<file path="config.mk">
export PLATFORM = sky130hd
export DESIGN_NAME = fe_req_sched
export DESIGN_NICKNAME = d
export VERILOG_FILES = /design/src/rtl/fe_req_sched.sv
export SDC_FILE = /design/constraint.sdc
export NUM_CORES = 1
export LEC_CHECK = 0
export ABC_AREA = 0
export CAP_MARGIN = 20
export CORE_MARGIN = 2
export CORE_UTILIZATION = 35
export DETAILED_ROUTE_END_ITERATION = 10
export PLACE_DENSITY = 0.47
export REMOVE_ABC_BUFFERS = 1
export SETUP_SLACK_MARGIN = 0.2
export SLEW_MARGIN = 20
export SYNTH_ARGS = -nofsm -noshare
export SYNTH_HDL_FRONTEND = slang
export SYNTH_SLANG_ARGS = --single-unit
</file>
<file path="constraint.sdc">
create_clock -name clk -period 10.1 [get_ports clk]
set_input_delay 1.515 -clock clk [delete_from_list [all_inputs] [get_ports clk]]
set_output_delay 1.515 -clock clk [all_outputs]
set_load 0.05 [all_outputs]
</file>
<file path="src/rtl/fe_req_sched.sv">
// Round-robin scheduler sharing the HPS front-end service channel between
// device models. Offers one request at a time through a CLAIM/DONE register
// handshake, raises irq while an offer is pending, and holds a completed
// device off for HOLDOFF cycles so its request level has time to drop.
module fe_req_sched #(
    parameter int NREQ    = 32,
    parameter int HOLDOFF = 16
) (
    input  logic            clk,
    input  logic            reset_n,
    input  logic [NREQ-1:0] req,
    input  logic [1:0]      avs_address,
    input  logic            avs_read,
    input  logic            avs_write,
    input  logic [31:0]     avs_writedata,
    output logic [31:0]     avs_readdata,
    output logic            avs_readdatavalid,
    output logic            irq,
    output logic            busy
);

    typedef enum logic [1:0] {IDLE, OFFER, SERVE} state_t;

    localparam logic [1:0] ADDR_CLAIM  = 2'd0;
    localparam logic [1:0] ADDR_DONE   = 2'd1;
    localparam logic [1:0] ADDR_MASK   = 2'd2;
    localparam logic [1:0] ADDR_STATUS = 2'd3;

    state_t          state;
    logic [4:0]      cur;
    logic [4:0]      last;
    logic [NREQ-1:0] mask;
    logic [7:0]      hold_cnt [NREQ];
    logic [NREQ-1:0] hold;
    logic [NREQ-1:0] elig;
    logic [31:0]     req_ext;
    logic [31:0]     mask_ext;
    logic [31:0]     elig_ext;
    logic [31:0]     rd_mux;
    logic            pick_vld;
    logic [4:0]      pick;
    int              idx;
    logic            wr_en;
    logic            claim;
    logic            withdraw;
    logic            done_hit;

    // Holdoff flags and eligibility; vectors are widened to 32 bits so a
    // 5-bit id can index them for any NREQ.
    always_comb begin
        for (int i = 0; i < NREQ; i++) begin
            hold[i] = (hold_cnt[i] != 8'd0);
        end
        elig     = req & ~mask & ~hold;
        req_ext  = '0;
        mask_ext = '0;
        elig_ext = '0;
        req_ext[NREQ-1:0]  = req;
        mask_ext[NREQ-1:0] = mask;
        elig_ext[NREQ-1:0] = elig;
    end

    // Round-robin pick: first eligible id searching upward from last+1.
    // Scanning from the far end lets the nearest candidate overwrite the rest.
    always_comb begin
        pick_vld = 1'b0;
        pick     = '0;
        idx      = 0;
        for (int k = NREQ - 1; k >= 0; k--) begin
            idx = (int'(last) + 1 + k) % NREQ;
            if (elig_ext[idx[4:0]]) begin
                pick_vld = 1'b1;
                pick     = idx[4:0];
            end
        end
    end

    // Bus decode; a write in the same cycle as a read is dropped.
    always_comb begin
        wr_en    = avs_write & ~avs_read;
        claim    = avs_read && (avs_address == ADDR_CLAIM) && (state == OFFER);
        withdraw = ~req_ext[cur] | mask_ext[cur];
        done_hit = wr_en && (avs_address == ADDR_DONE) && (state == SERVE)
                   && (avs_writedata[4:0] == cur);
        case (avs_address)
            ADDR_CLAIM:  rd_mux = (state == OFFER) ? {1'b1, 26'd0, cur} : 32'd0;
            ADDR_MASK:   rd_mux = mask_ext;
            ADDR_STATUS: rd_mux = req_ext;
            default:     rd_mux = 32'd0;
        endcase
    end

    // Offer/serve state machine with registered irq/busy and bus registers.
    always_ff @(posedge clk or negedge reset_n) begin
        if (!reset_n) begin
            state             <= IDLE;
            cur               <= '0;
            last              <= 5'(NREQ - 1);
            mask              <= '0;
            avs_readdata      <= '0;
            avs_readdatavalid <= 1'b0;
            irq               <= 1'b0;
            busy              <= 1'b0;
        end else begin
            avs_readdatavalid <= avs_read;
            if (avs_read) begin
                avs_readdata <= rd_mux;
            end
            if (wr_en && (avs_address == ADDR_MASK)) begin
                mask <= avs_writedata[NREQ-1:0];
            end
            case (state)
                IDLE: begin
                    if (pick_vld) begin
                        cur   <= pick;
                        state <= OFFER;
                        irq   <= 1'b1;
                    end
                end
                OFFER: begin
                    if (claim) begin
                        last  <= cur;
                        state <= SERVE;
                        irq   <= 1'b0;
                        busy  <= 1'b1;
                    end else if (withdraw) begin
                        state <= IDLE;
                        irq   <= 1'b0;
                    end
                end
                SERVE: begin
                    if (done_hit) begin
                        state <= IDLE;
                        busy  <= 1'b0;
                    end
                end
                default: begin
                    state <= IDLE;
                    irq   <= 1'b0;
                    busy  <= 1'b0;
                end
            endcase
        end
    end

    // Per-device holdoff counters: loaded on a matching DONE, then count to 0.
    always_ff @(posedge clk or negedge reset_n) begin
        if (!reset_n) begin
            for (int i = 0; i < NREQ; i++) begin
                hold_cnt[i] <= 8'd0;
            end
        end else begin
            for (int i = 0; i < NREQ; i++) begin
                if (done_hit && (int'(cur) == i)) begin
                    hold_cnt[i] <= 8'(HOLDOFF);
                end else if (hold_cnt[i] != 8'd0) begin
                    hold_cnt[i] <= hold_cnt[i] - 8'd1;
                end
            end
        end
    end

endmodule

</file>
# After elaboration in Yosys (flattened, before gate mapping)
# Cells that the tools add are included.
totals:
  wordCells: 508
  out_inout_bits: 35
  regBits: 335
  inputBits: 70
classes:
  magnitude_cmp: 33
  mux: 210
  n_addsub: 64
  eq_ne: 41
  n_reduce_logical: 110
  bitwise: 10
ops:
  columns: ["cell", "n"]
  rows:
  - ["two-way mux 8 bit", 64]
  - ["nonzero test 8 bit", 32]
  - ["subtractor 8 x 1 -> 8 bit (second input constant)", 32]
  - ["less-than comparator 5 x 6 -> 1 bit (second input constant)", 33]
  - ["binary-select mux 1 bit (select 5 bit)", 34]
  - ["two-way mux 5 bit", 32]
  - ["one-hot mux 32 bit (3 select lines)", 1]
  - ["adder 5 bit (second input constant)", 16]
  - ["== test 5 bit (second input constant)", 16]
  - ["two-way mux 1 bit", 71]
  - ["bitwise AND 32 bit", 2]
  - ["inverter 32 bit", 2]
  - ["nonzero test 2 bit", 32]
  - ["adder 5 x 4 -> 5 bit (second input constant)", 8]
  - ["== test 5 x 4 -> 1 bit (second input constant)", 8]
  - ["logical AND 1 bit", 38]
  - ["two-way mux 32 bit", 1]
  - ["adder 5 x 3 -> 5 bit (second input constant)", 4]
  - ["== test 5 x 3 -> 1 bit (second input constant)", 4]
  - ["adder 5 x 1 -> 5 bit (second input constant)", 2]
  - ["adder 5 x 2 -> 5 bit (second input constant)", 2]
  - ["== test 5 x 2 -> 1 bit (second input constant)", 2]
  - ["AND reduction 3 bit", 3]
  - ["two-way mux 2 bit", 4]
  - ["other kinds (14)", 25]

# Longest topological paths before layout
# Gate-level depths: netlist (run 1).
depth:
  word_depth: 39
  ltp_mapped: 29

# Worst setup path before layout (run 1)
# Ideal clock, no wire load.
synth_path:
  path_kind: "register to register"
  start: "reg last[0]"
  end: "reg cur[0]"
  path_slack_ps: 4097
  path_stages_with_launch: 25
  required_time_ps: 10035
  arrival_ps: 5938
  synth_period_minus_slack_ps: 6003
  cell_sequence: "dfstp_2 buf_4 inv_2 buf_2 buf_2 buf_1 clkbuf_1 ha_1 inv_2 buf_4 buf_4 buf_2 clkbuf_1 ha_1 inv_1 xnor2_1 mux4_2 mux2_2 nor2b_1 or3_1 o211a_1 a2111oi_2 o22ai_1 o21ai_1 mux2_4"
synth_between:
  elab_chain_len: 37
synth_rtl:
  columns: ["item", "line", "source"]
  rows:
  - ["from (decl)", "31", "logic [4:0] last;"]
  - ["from (signal assigned)", "98", "last <= 5'(NREQ - 1);"]
  - ["from (signal assigned)", "122", "last <= cur;"]
  - ["adder 5 x 1 -> 5 bit (*)", "70", "idx = (int'(last) + 1 + k) % NREQ;"]
  - ["adder 5 x 1 -> 5 bit", "70", null]
  - ["binary-select mux 1 bit (select 5 bit)", "71", "if (elig_ext[idx[4:0]]) begin"]
  - ["two-way mux 1 bit (not written as such)", "71", null]
  - ["two-way mux 1 bit (32 in series)", "71", null]
  - ["AND reduction 2 bit (no line)", null, null]
  - ["to (signal assigned)", "115", "cur <= pick;"]
  - ["to (decl)", "30", "logic [4:0] cur;"]
# Every way passes the cells marked *; elsewhere a longest branch is shown, timed or not. The select of a mux whose other input is x is not followed.
# A chain may end at the register's enable or synchronous reset.

# Final worst setup path (run 1)
# Ends and elaborated chain as after synthesis.

==> qor.txt, run 1 <==
vias in the first global route -> 19899
Worst path max stage delay -> 1.00 ns
WP data arrival -> 7.96 ns
drt total wl -> 84.9 mm
Avg Cell Area, Syn -> 9.20 um^2
Pleak -> 0.0100 uW
root cell of the clock tree -> clkbuf_16
clk buf depth -> 3
synthesized area -> 23500 um^2
clk_skew -> 0.0222 ns
WL/cell -> 24.0 um
FFs w/ async S/R, synth -> 100%
Crit path max-delay family -> adder cells
Starting Density -> 35.5%
multi-input logic area -> 14300 um^2
worst-margin pin slew -> 1.07 ns
width of the chip -> 263 um
outcome -> complete, no violations
Final Core Density -> 40.7%
required time of the worst setup path -> 10.55 ns
nets@finish -> 2791
Skew-Pair Late Insertion Delay -> 0.58 ns
Initial DRC Count -> 1927
DP Cell Count -> 3466
CTS Buf Count -> 41
Slew HR -> 26.7%
antenna violations before repair -> 1
post-synthesis instance total -> 2552
DR vias/cell -> 5.73
Final Setup Violations -> 0
Synth Flop Type -> dfrtp_1
number of flops mapped to enable cells by yosys -> 0
post-cts sizing count -> 0
Hold Path Class -> reg -> reg
CTS tree -> yes
Distinct cells, synth -> 96
sequential cell area -> 8390 um^2
vias -> 20285
synthesized flop and latch total -> 335
setup_tns -> 0 ns
Hold Vio Cnt, Final -> 0
Synth warnings -> 0
Final Non-Filler Cells -> 3538
RSZ-0062 raised after global routing -> false
most used cell along the critical path -> inv_2
CP cell instances -> inv_2, ha_4, inv_2, ha_1, inv_1, mux4_2, a21oi_1, nand2_1, nor4_1, or3_1, mux2_4
share of cells above drive strength 1 -> 10.4%
H-tree levels -> 2
Synth-to-Final Area Change -> 14.5%
core area -> 66100 um^2
post-layout min period -> 7.51 ns
Buf/Inv on CP -> 3
Reg clk slew, reported paths -> 0.06 ns
global-route wire length before repair -> 128 mm
power density cells -> 367 nW/um^2
# rows -> 94
CTS sink cnt -> 335
io pins -> 105
crit-path max FO -> 58
total global-route track usage -> 24.2%
# DRC -> 0
Max Fclk -> 133 MHz
Setup Buffers After CTS -> 0
Die Area -> 69200 um^2
dpl cell area -> 25500 um^2
critical path endpoint category -> flop
largest net degree at the start of global routing -> 153
Max Slew Vio Count -> 0
grt ovf -> 0
crit start category -> flop
Worst path slowest cell -> ha_1
final hold slack -> 0.530 ns
# fillers -> 6541
dpl hpwl -> 63.8 mm
Die Span Y -> 263 um
Post-CTS Hold Fix Bufs -> 0
sequential fraction of the synthesis area -> 35.7%
IO Port Bufs -> 104
Post-Layout Inst Area -> 26900 um^2
max_cap viols -> 0
CP Class -> reg -> reg
final RePlAce weighted congestion -> 0.996
Post-DRT Antenna Nets -> 0
final worst-path cycle share -> 74.4%
TritonRoute pass-1 iters -> 6
maximum vdd ir drop -> 0.000171 V
[final cells by class]
type | count | share of cell area [%]
multi-input cells | 2006 | 53.1
flip-flops and latches | 335 | 31.2
repair buffers | 142 | 4.96
clock buffers | 62 | 4.64
well taps | 864 | 4.02
inverters | 119 | 1.66
clock inverters | 9 | 0.461
diodes | 1 | 0.00931
[worst reg2reg max path, delay by kind of cell, from the launching register on]
kind	cells	cell delay, ns
multiplexers	2	0.98
AND/OR/NAND/NOR	3	1.54
AO/OA/AOI/OAI	1	0.70
buffers and inverters	3	1.46
flip-flops	1	0.88
adder cells (fa/ha/maj)	2	1.83
[flip-flops by register name, summed over array words and instances (netlist names)]
register and flops:
cur 5, avs_readdata 32, mask 32, busy 1, avs_readdatavalid 1, hold_cnt 256, state 2, irq 1
last 5
[worst paths after layout]
kind | cells past startpoint | slack (ns) | start | endpoint
hold / removal | 2 | 0.53 | avs_readdata[19] | avs_readdata[19]
setup reg to reg | 11 | 2.59 | last[0] | cur[0]
setup / recovery | 11 | 2.59 | last[0] | cur[0]
max in group asynchronous | 2 | 7.57 | reset_n | hold_cnt[214]
min in group asynchronous | 1 | 0.99 | reset_n | hold_cnt[48]
hold reg to reg | 2 | 0.53 | avs_readdata[19] | avs_readdata[19]
[cell families (layout without fill, tap and decap cells)]
group,Yosys count,after routing,synth area share (%)
flip-flops,335,335,35.7
multiplexers,215,215,12.9
XOR/XNOR,234,234,9.09
other,0,1,0
buffers and inverters,211,332,3.71
AND/OR/NAND/NOR,1047,1047,22.2
adder cells (fa/ha/maj),76,76,4.05
AO/OA/AOI/OAI,434,434,12.3
[metrics by stage]
stage / total power [uW] / worst slack (ns)
2_1_floorplan: 5790 / 1.76
3_3_place_gp: 8300 / 2.85
3_5_place_dp: 8190 / 2.86
4_1_cts: 9760 / 2.83
5_1_grt: 10400 / 2.42
6_report: 9860 / 2.59
[cells in the mapped netlist, types with 9 or more instances]
| library cell | count | share of area [%] |
|---|---|---|
| xnor2_1 | 138 | 5.1 |
| o221ai_1 | 13 | 0.48 |
| buf_1 | 11 | 0.18 |
| o21a_1 | 18 | 0.58 |
| nor3_1 | 118 | 2.5 |
| a21oi_1 | 84 | 1.8 |
| nor2_1 | 344 | 5.5 |
| o211ai_1 | 21 | 0.67 |
| mux4_2 | 63 | 6.0 |
| nor3b_1 | 23 | 0.74 |
| and2_1 | 25 | 0.67 |
| xor2_1 | 90 | 3.4 |
| nand3_1 | 66 | 1.4 |
| buf_2 | 15 | 0.32 |
| a211oi_1 | 46 | 1.5 |
| mux2_2 | 64 | 3.1 |
| nand2b_1 | 26 | 0.69 |
| nor4_1 | 35 | 0.93 |
| nand4_1 | 26 | 0.69 |
| o21ai_0 | 94 | 2.0 |
| inv_1 | 114 | 1.8 |
| a22oi_1 | 12 | 0.38 |
| or4_1 | 14 | 0.45 |
| or3_1 | 38 | 1.0 |
| buf_4 | 12 | 0.38 |
| clkbuf_1 | 52 | 0.83 |
| nor4b_1 | 16 | 0.60 |
| nor2b_1 | 55 | 1.5 |
| dfrtp_1 | 330 | 35 |
| o2111ai_1 | 9 | 0.34 |
| o22ai_1 | 36 | 0.96 |
| ha_1 | 76 | 4.0 |
| and3_1 | 19 | 0.51 |
| a31oi_1 | 13 | 0.35 |
| mux2i_1 | 86 | 3.7 |
| nand2_1 | 192 | 3.1 |
[cells in the final DEF, fill, tap and decap left out, types with 35 or more instances in the layout]
master           instances
nand3_1                 66
mux2i_1                 86
dfrtp_1                330
clkbuf_16               43
nor2b_1                 55
a211oi_1                46
nor2_1                 344
buf_4                   37
xnor2_1                138
mux2_2                  64
inv_1                  114
nand2_1                192
or3_1                   38
a21oi_1                 82
nor4_1                  35
xor2_1                  89
o21ai_0                 94
nor3_1                 118
ha_1                    75
clkdlybuf4s50_1        101
o22ai_1                 36
mux4_2                  63
[routing by layer]
metal	track usage [%]	vias to the layer above	share of wire [%]
met2	37.8	656	44
met3	2.97	141	5.9
met1	34.9	10107	46
li1	-	9379	-
met5	0	-	0.022
met4	8.03	2	3.4
[power breakdown]
| part | leakage, uW | switching, uW | internal (uW) | total [uW] |
|---|---|---|---|---|
| sequential | 0.00376 | 264 | 1560 | 1820 |
| clock | 0.000676 | 610 | 902 | 1510 |
| combinational | 0.00562 | 4290 | 2240 | 6530 |
| total | 0.0100 | 5160 | 4700 | 9860 |
(Power assumes the default switching activity.)
==> run 2: changes to the inputs <==
==> constraint.sdc (replaced) <==
create_clock -name clk -period 7.5 [get_ports clk]
set_input_delay 1.125 -clock clk [delete_from_list [all_inputs] [get_ports clk]]
set_output_delay 1.125 -clock clk [all_outputs]
set_load 0.05 [all_outputs]
==> run 2 against run 1 <==
Effect of this change: design area is 0.80% higher; first-iteration DRC count is 11% lower; final cell count is 0.54% higher; combinational power is 34% higher; clock skew is 0.015 ns higher; worst setup slack worse by 1.4 ns; flip-flop and latch count stayed put; maximum frequency is 20% higher; total power is 35% higher; utilization is 0.32 points higher; critical endpoint unchanged; largest power group unchanged.
==> qor.txt, run 2 (synthesized netlist as in run 1, its figures left out) <==
critical path endpoint category -> flop
final worst-path cycle share -> 83.6% (+9.2 points)
DR vias/cell -> 5.72 (-0.25%)
post-cts sizing count -> 0 (unchanged)
crit-path max FO -> 41 (-29%)
# fillers -> 6549 (+0.12%)
Pleak -> 0.0102 uW (+1.2%)
Die Span Y -> 263 um (unchanged)
Initial DRC Count -> 1724 (-11%)
Max Slew Vio Count -> 0 (unchanged)
Final Setup Violations -> 0 (unchanged)
CTS tree -> yes
Synth-to-Final Area Change -> 15.4%
max_cap viols -> 0 (unchanged)
post-layout min period -> 6.27 ns (-1.24 ns)
drt total wl -> 84.1 mm (-0.91%)
RSZ-0062 raised after global routing -> false
root cell of the clock tree -> clkbuf_16
grt ovf -> 0 (unchanged)
IO Port Bufs -> 104 (unchanged)
WL/cell -> 23.6 um (-1.4%)
outcome -> complete, no violations
Post-DRT Antenna Nets -> 0 (unchanged)
Place WS -> 1.28 ns (-1.58 ns)
r2r endpoint -> cur[0]
largest net degree at the start of global routing -> 146 (-4.6%)
CP Class -> reg -> reg
dpl hpwl -> 63.2 mm (-0.86%)
Hold Path Class -> in -> async
vias in the first global route -> 20162 (+1.3%)
number of flip-flops in the largest register -> 256 (unchanged)
Final Non-Filler Cells -> 3557 (+0.54%)
crit start category -> flop
commonest non-fill, non-tap cell in the layout -> nor2_1
Biggest register -> hold_cnt
r2r startpoint -> last[0]
worst-margin pin slew -> 1.05 ns (-0.0183 ns)
antenna violations before repair -> 2 (+1)
R2R cell count -> 16 (+5)
nets@finish -> 2805 (+0.50%)
total global-route track usage -> 23.9% (-0.34 points)
maximum vdd ir drop -> 0.000288 V (+68%)
clk_skew -> 0.0374 ns (+0.0152 ns)
core area -> 66100 um^2 (unchanged)
H-tree levels -> 2 (unchanged)
Skew-Pair Late Insertion Delay -> 0.59 ns (about the same)
io pins -> 105 (unchanged)
setup_tns -> 0 ns (unchanged)
CTS Buf Count -> 41 (unchanged)
global-route wire length before repair -> 127 mm (-1.1%)
Die Area -> 69200 um^2 (unchanged)
share of cells above drive strength 1 -> 11.0% (+0.64 points)
most frequent cells in the layout -> 344 x nor2_1, 330 x dfrtp_1, 192 x nand2_1
multi-input logic area -> 14300 um^2 (about the same)
Post-CTS Hold Fix Bufs -> 0 (unchanged)
Reg clk slew, reported paths -> 0.06 ns (about the same)
clk buf depth -> 3 (unchanged)
WP data arrival -> 6.71 ns (-1.25 ns)
r2r setup slk -> 1.23 ns (-1.36 ns)
Slew HR -> 28.8% (+2.1 points)
Starting Density -> 35.5% (unchanged)
required time of the worst setup path -> 7.94 ns (-2.61 ns)
Max Fclk -> 160 MHz (+20%)
fin worst setup slack -> 1.23 ns (-1.36 ns)
# DRC -> 0 (unchanged)
power density cells -> 492 nW/um^2 (+34%)
Setup Buffers After CTS -> 0 (unchanged)
top flop regs -> hold_cnt: 256 flops, avs_readdata: 32 flops, mask: 32 flops
final RePlAce weighted congestion -> 1.01 (+1.5%)
Hold Vio Cnt, Final -> 0 (unchanged)
vias -> 20342 (+0.28%)
sequential cell area -> 8390 um^2 (unchanged)
# rows -> 94 (unchanged)
CTS sink cnt -> 335 (unchanged)
width of the chip -> 263 um (unchanged)
TritonRoute pass-1 iters -> 5 (-1)
DP Cell Count -> 3480 (+0.40%)
==> run 2: cell count changes in the layout (fill, tap and decap cells not counted), sizes merged <==
cell and change:
inv +2, diode +2, bufinv +5, clkinv +2, clkbuf -6, buf +14
==> run 2: worst max-delay path: stages, from the launching register on <==
cell and delay [ns]:
dfstp_2 0.53, buf_4 0.35, inv_2 0.10, ha_4 0.60
ha_1 0.32, or3b_1 0.39, o211ai_2 0.22, xor2_1 0.84
mux2i_1 0.27, o22ai_1 0.19, o31ai_1 0.61, and4b_1 0.29
nand4_1 0.09, nand4b_1 0.22, nor4_1 0.36, or3_1 0.41
mux2_4 0.34
==> run 2: through the flow <==
step                      total power, uW  area (um^2)  hold WS (ns)  util [%]
after CTS                           13200        27100         0.412      41.0
after detailed placement            10900        25600         0.518      38.8
after floorplan                      7790        23100         0.483         -
after global routing                14000        27100         0.452      41.0
after global placement              11100        25600         0.508      38.8
final                               13300        27100         0.438      41.0
==> run 2: area by class of cell <==
| cell class | count | area share [%] |
|---|---|---|
| sequential | 335 | 30.9 |
| timing repair buffer | 156 | 5.31 |
| multi-input combinational | 2006 | 52.6 |
| antenna | 3 | 0.0277 |
| clock inverter | 18 | 1.14 |
| clock buffer | 56 | 4.29 |
| tap | 864 | 3.99 |
| inverter | 119 | 1.65 |
==> run 2: worst max path at each step <==
stage / to / startpoint / slack, ns
final: cur[0] / last[0] / 1.23
after global routing: cur[0] / last[0] / 0.85
after CTS: cur[0] / last[0] / 1.26
after detailed placement: cur[0] / last[0] / 1.28
after global placement: cur[1] / last[0] / 1.05
after floorplan: cur[1] / last[0] / -0.84
==> run 2: power breakdown <==
group	internal, uW	switching, uW
sequential	2100	325
combinational	3140	5600
clock	1330	843
==> run 2: metal layers <==
layer,vias to the layer above,track usage (%),part of all wire (%)
met5,-,0,0
met4,0,9.16,3.8
met3,170,4.35,6.6
met2,696,38.0,45
met1,10068,32.4,44
li1,9408,-,-
==> run 3: changes to the inputs <==
--- a/config.mk
+++ b/config.mk
@@ -10,7 +10,7 @@
 export CORE_MARGIN = 2
 export CORE_UTILIZATION = 35
 export DETAILED_ROUTE_END_ITERATION = 10
-export PLACE_DENSITY = 0.47
+export PLACE_DENSITY = 0.49
 export REMOVE_ABC_BUFFERS = 1
 export SETUP_SLACK_MARGIN = 0.2
 export SLEW_MARGIN = 20
==> constraint.sdc (replaced) <==
create_clock -name clk -period 5.49 [get_ports clk]
set_input_delay 0.8235 -clock clk [delete_from_list [all_inputs] [get_ports clk]]
set_output_delay 0.8235 -clock clk [all_outputs]
set_load 0.05 [all_outputs]
==> run 3 against run 2 <==
Effect of this change: critical path depth is 1 higher; largest power group unchanged; combinational power is 50% higher; worst setup slack worse by 0.87 ns; global-route usage is 0.26 points lower; via count is 1.4% higher; first-iteration DRC count is 14% lower; worst hold slack worse by 0.18 ns; utilization is 0.98 points higher; design area is 2.4% higher; highest routed layer is now met5; count of clock-buffer cells in the layout is 4 higher; die area stayed put.
==> qor.txt, run 3 (synthesized netlist as in run 1, its figures left out) <==
outcome -> complete, no violations
final RePlAce weighted congestion -> 0.987 (-2.3%)
Post-Layout Inst Area -> 27800 um^2 (+2.4%)
Reg clk slew, reported paths -> 0.06 ns (about the same)
Worst path max stage delay -> 0.61 ns (-0.23 ns)
Hold Path Class -> in -> async
CP Class -> reg -> reg
Starting Density -> 35.5% (unchanged)
top flop regs -> hold_cnt: 256 flops, avs_readdata: 32 flops, mask: 32 flops
crit-path max FO -> 30 (-27%)
CTS tree -> yes
Die Area -> 69200 um^2 (unchanged)
Die Span Y -> 263 um (unchanged)
CP Depth -> 17 (+1)
Synth-to-Final Area Change -> 18.2%
R2R cell count -> 17 (+1)
CTS sink cnt -> 335 (unchanged)
grt ovf -> 0 (unchanged)
vias -> 20634 (+1.4%)
TritonRoute pass-1 iters -> 5 (unchanged)
largest net degree at the start of global routing -> 129 (-12%)
post-layout min period -> 5.13 ns (-1.14 ns)
r2r setup slk -> 0.36 ns (-0.87 ns)
worst-margin pin slew -> 1.02 ns (-0.0364 ns)
r2r startpoint -> last[0]
# rows -> 94 (unchanged)
DR vias/cell -> 5.66 (-0.99%)
required time of the worst setup path -> 5.96 ns (-1.98 ns)
final worst-path cycle share -> 93.5% (+9.9 points)
RSZ-0062 raised after global routing -> true
Biggest register -> hold_cnt
number of flip-flops in the largest register -> 256 (unchanged)
Place WS -> 0.0906 ns (-1.19 ns)
drt total wl -> 82.9 mm (-1.4%)
most frequent cells in the layout -> 344 x nor2_1, 330 x dfrtp_1, 191 x nand2_1
Skew-Pair Late Insertion Delay -> 0.59 ns (about the same)
io pins -> 105 (unchanged)
Max Slew Vio Count -> 0 (unchanged)
critical path endpoint category -> flop
Setup Buffers After CTS -> 0 (unchanged)
Slew HR -> 32.2% (+3.4 points)
setup_tns -> 0 ns (unchanged)
multi-input logic area -> 14400 um^2 (+0.91%)
Max Fclk -> 195 MHz (+22%)
global-route wire length before repair -> 127 mm (about the same)
max_cap viols -> 0 (unchanged)
width of the chip -> 263 um (unchanged)
Pleak -> 0.0106 uW (+4.0%)
CP Capture Point -> cur[1]
Post-DRT Antenna Nets -> 0 (unchanged)
fin worst setup slack -> 0.356 ns (-0.875 ns)
IO Port Bufs -> 104 (unchanged)
vias in the first global route -> 20552 (+1.9%)
nets@finish -> 2899 (+3.4%)
dpl hpwl -> 63.0 mm (-0.36%)
H-tree levels -> 2 (unchanged)
clk_skew -> 0.0453 ns (+0.00788 ns)
root cell of the clock tree -> clkbuf_16
power density cells -> 686 nW/um^2 (+39%)
Final Setup Violations -> 0 (unchanged)
total global-route track usage -> 23.6% (-0.26 points)
share of cells above drive strength 1 -> 14.4% (+3.4 points)
dpl cell area -> 26300 um^2 (+2.8%)
WL/cell -> 22.7 um (-3.8%)
Final Core Density -> 42.0% (+0.98 points)
maximum vdd ir drop -> 0.000486 V (+69%)
CP cell instances -> buf_4, and3_1, xnor2_4, inv_2, ha_1, buf_4, a21oi_1, xnor2_1, a31oi_1, a21oi_1, nor3b_2, o2111ai_1, or4_1, a211oi_1, o41ai_1, buf_4, a21oi_1
Worst path slowest cell -> or4_1
Setup crit start -> last[0]
# fillers -> 6525 (-0.37%)
antenna violations before repair -> 2 (unchanged)
commonest non-fill, non-tap cell in the layout -> nor2_1
sequential cell area -> 8390 um^2 (unchanged)
Buf/Inv on CP -> 4 (+2)
r2r endpoint -> cur[1]
core area -> 66100 um^2 (unchanged)
CTS Buf Count -> 40 (-2.4%)
clk buf depth -> 3 (unchanged)
Hold Vio Cnt, Final -> 0 (unchanged)
# DRC -> 0 (unchanged)
WP data arrival -> 5.60 ns (-1.11 ns)
crit start category -> flop
Initial DRC Count -> 1490 (-14%)
Crit path max-delay family -> compound AO/OA/AOI/OAI gates
## run 3: power by group
part / leakage, uW / internal, uW / switching, uW
Combinational: 0.00619 / 5080 / 8050
Clock: 0.000624 / 1490 / 1090
Sequential: 0.00376 / 2870 / 447
## run 3: stage by stage
stage,hold WS (ns),std cells,power (uW)
floorplan,0.483,2460,10600
global placement,0.510,3575,16100
detailed placement,0.519,3575,15800
CTS,0.327,3643,18500
global route,0.316,3643,19900
finish,0.256,3644,19000
## run 3: layout make-up
| cell class | instances | share of cell area (%) |
|---|---|---|
| multi-input cells | 2006 | 51.9 |
| flip-flops and latches | 335 | 30.2 |
| repair buffers | 251 | 7.81 |
| clock buffers | 60 | 4.24 |
| well taps | 864 | 3.89 |
| inverters | 119 | 1.61 |
| clock inverters | 8 | 0.329 |
| diodes | 1 | 0.00902 |
## run 3: worst min-delay path by stage
stage | start | to | slack, ns | cells past startpoint
3_5_place_dp | avs_readdata[4] | avs_readdata[4] | 0.52 | 2
3_3_place_gp | mask[1] | mask[1] | 0.51 | 1
2_1_floorplan | state[1] | busy | 0.48 | 1
4_1_cts | reset_n | hold_cnt[50] | 0.33 | 1
5_1_grt | reset_n | hold_cnt[50] | 0.32 | 1
6_report | reset_n | hold_cnt[51] | 0.26 | 1
## run 3: layer usage
| layer | up-vias | GRT usage [%] | part of all wire [%] |
|---|---|---|---|
| met1 | 10256 | 33.0 | 47 |
| met2 | 633 | 37.6 | 45 |
| met4 | 2 | 7.61 | 3.2 |
| met3 | 136 | 3.60 | 5.3 |
| met5 | - | 0 | 0.014 |
| li1 | 9607 | - | - |
## run 3: what timing repair did
action,CTS,global route
gates cloned,0,0
pin swaps,0,1
hold endpoints to repair,0,0
resized for setup,2,23
hold buffers,0,0
setup endpoints to repair,2,5
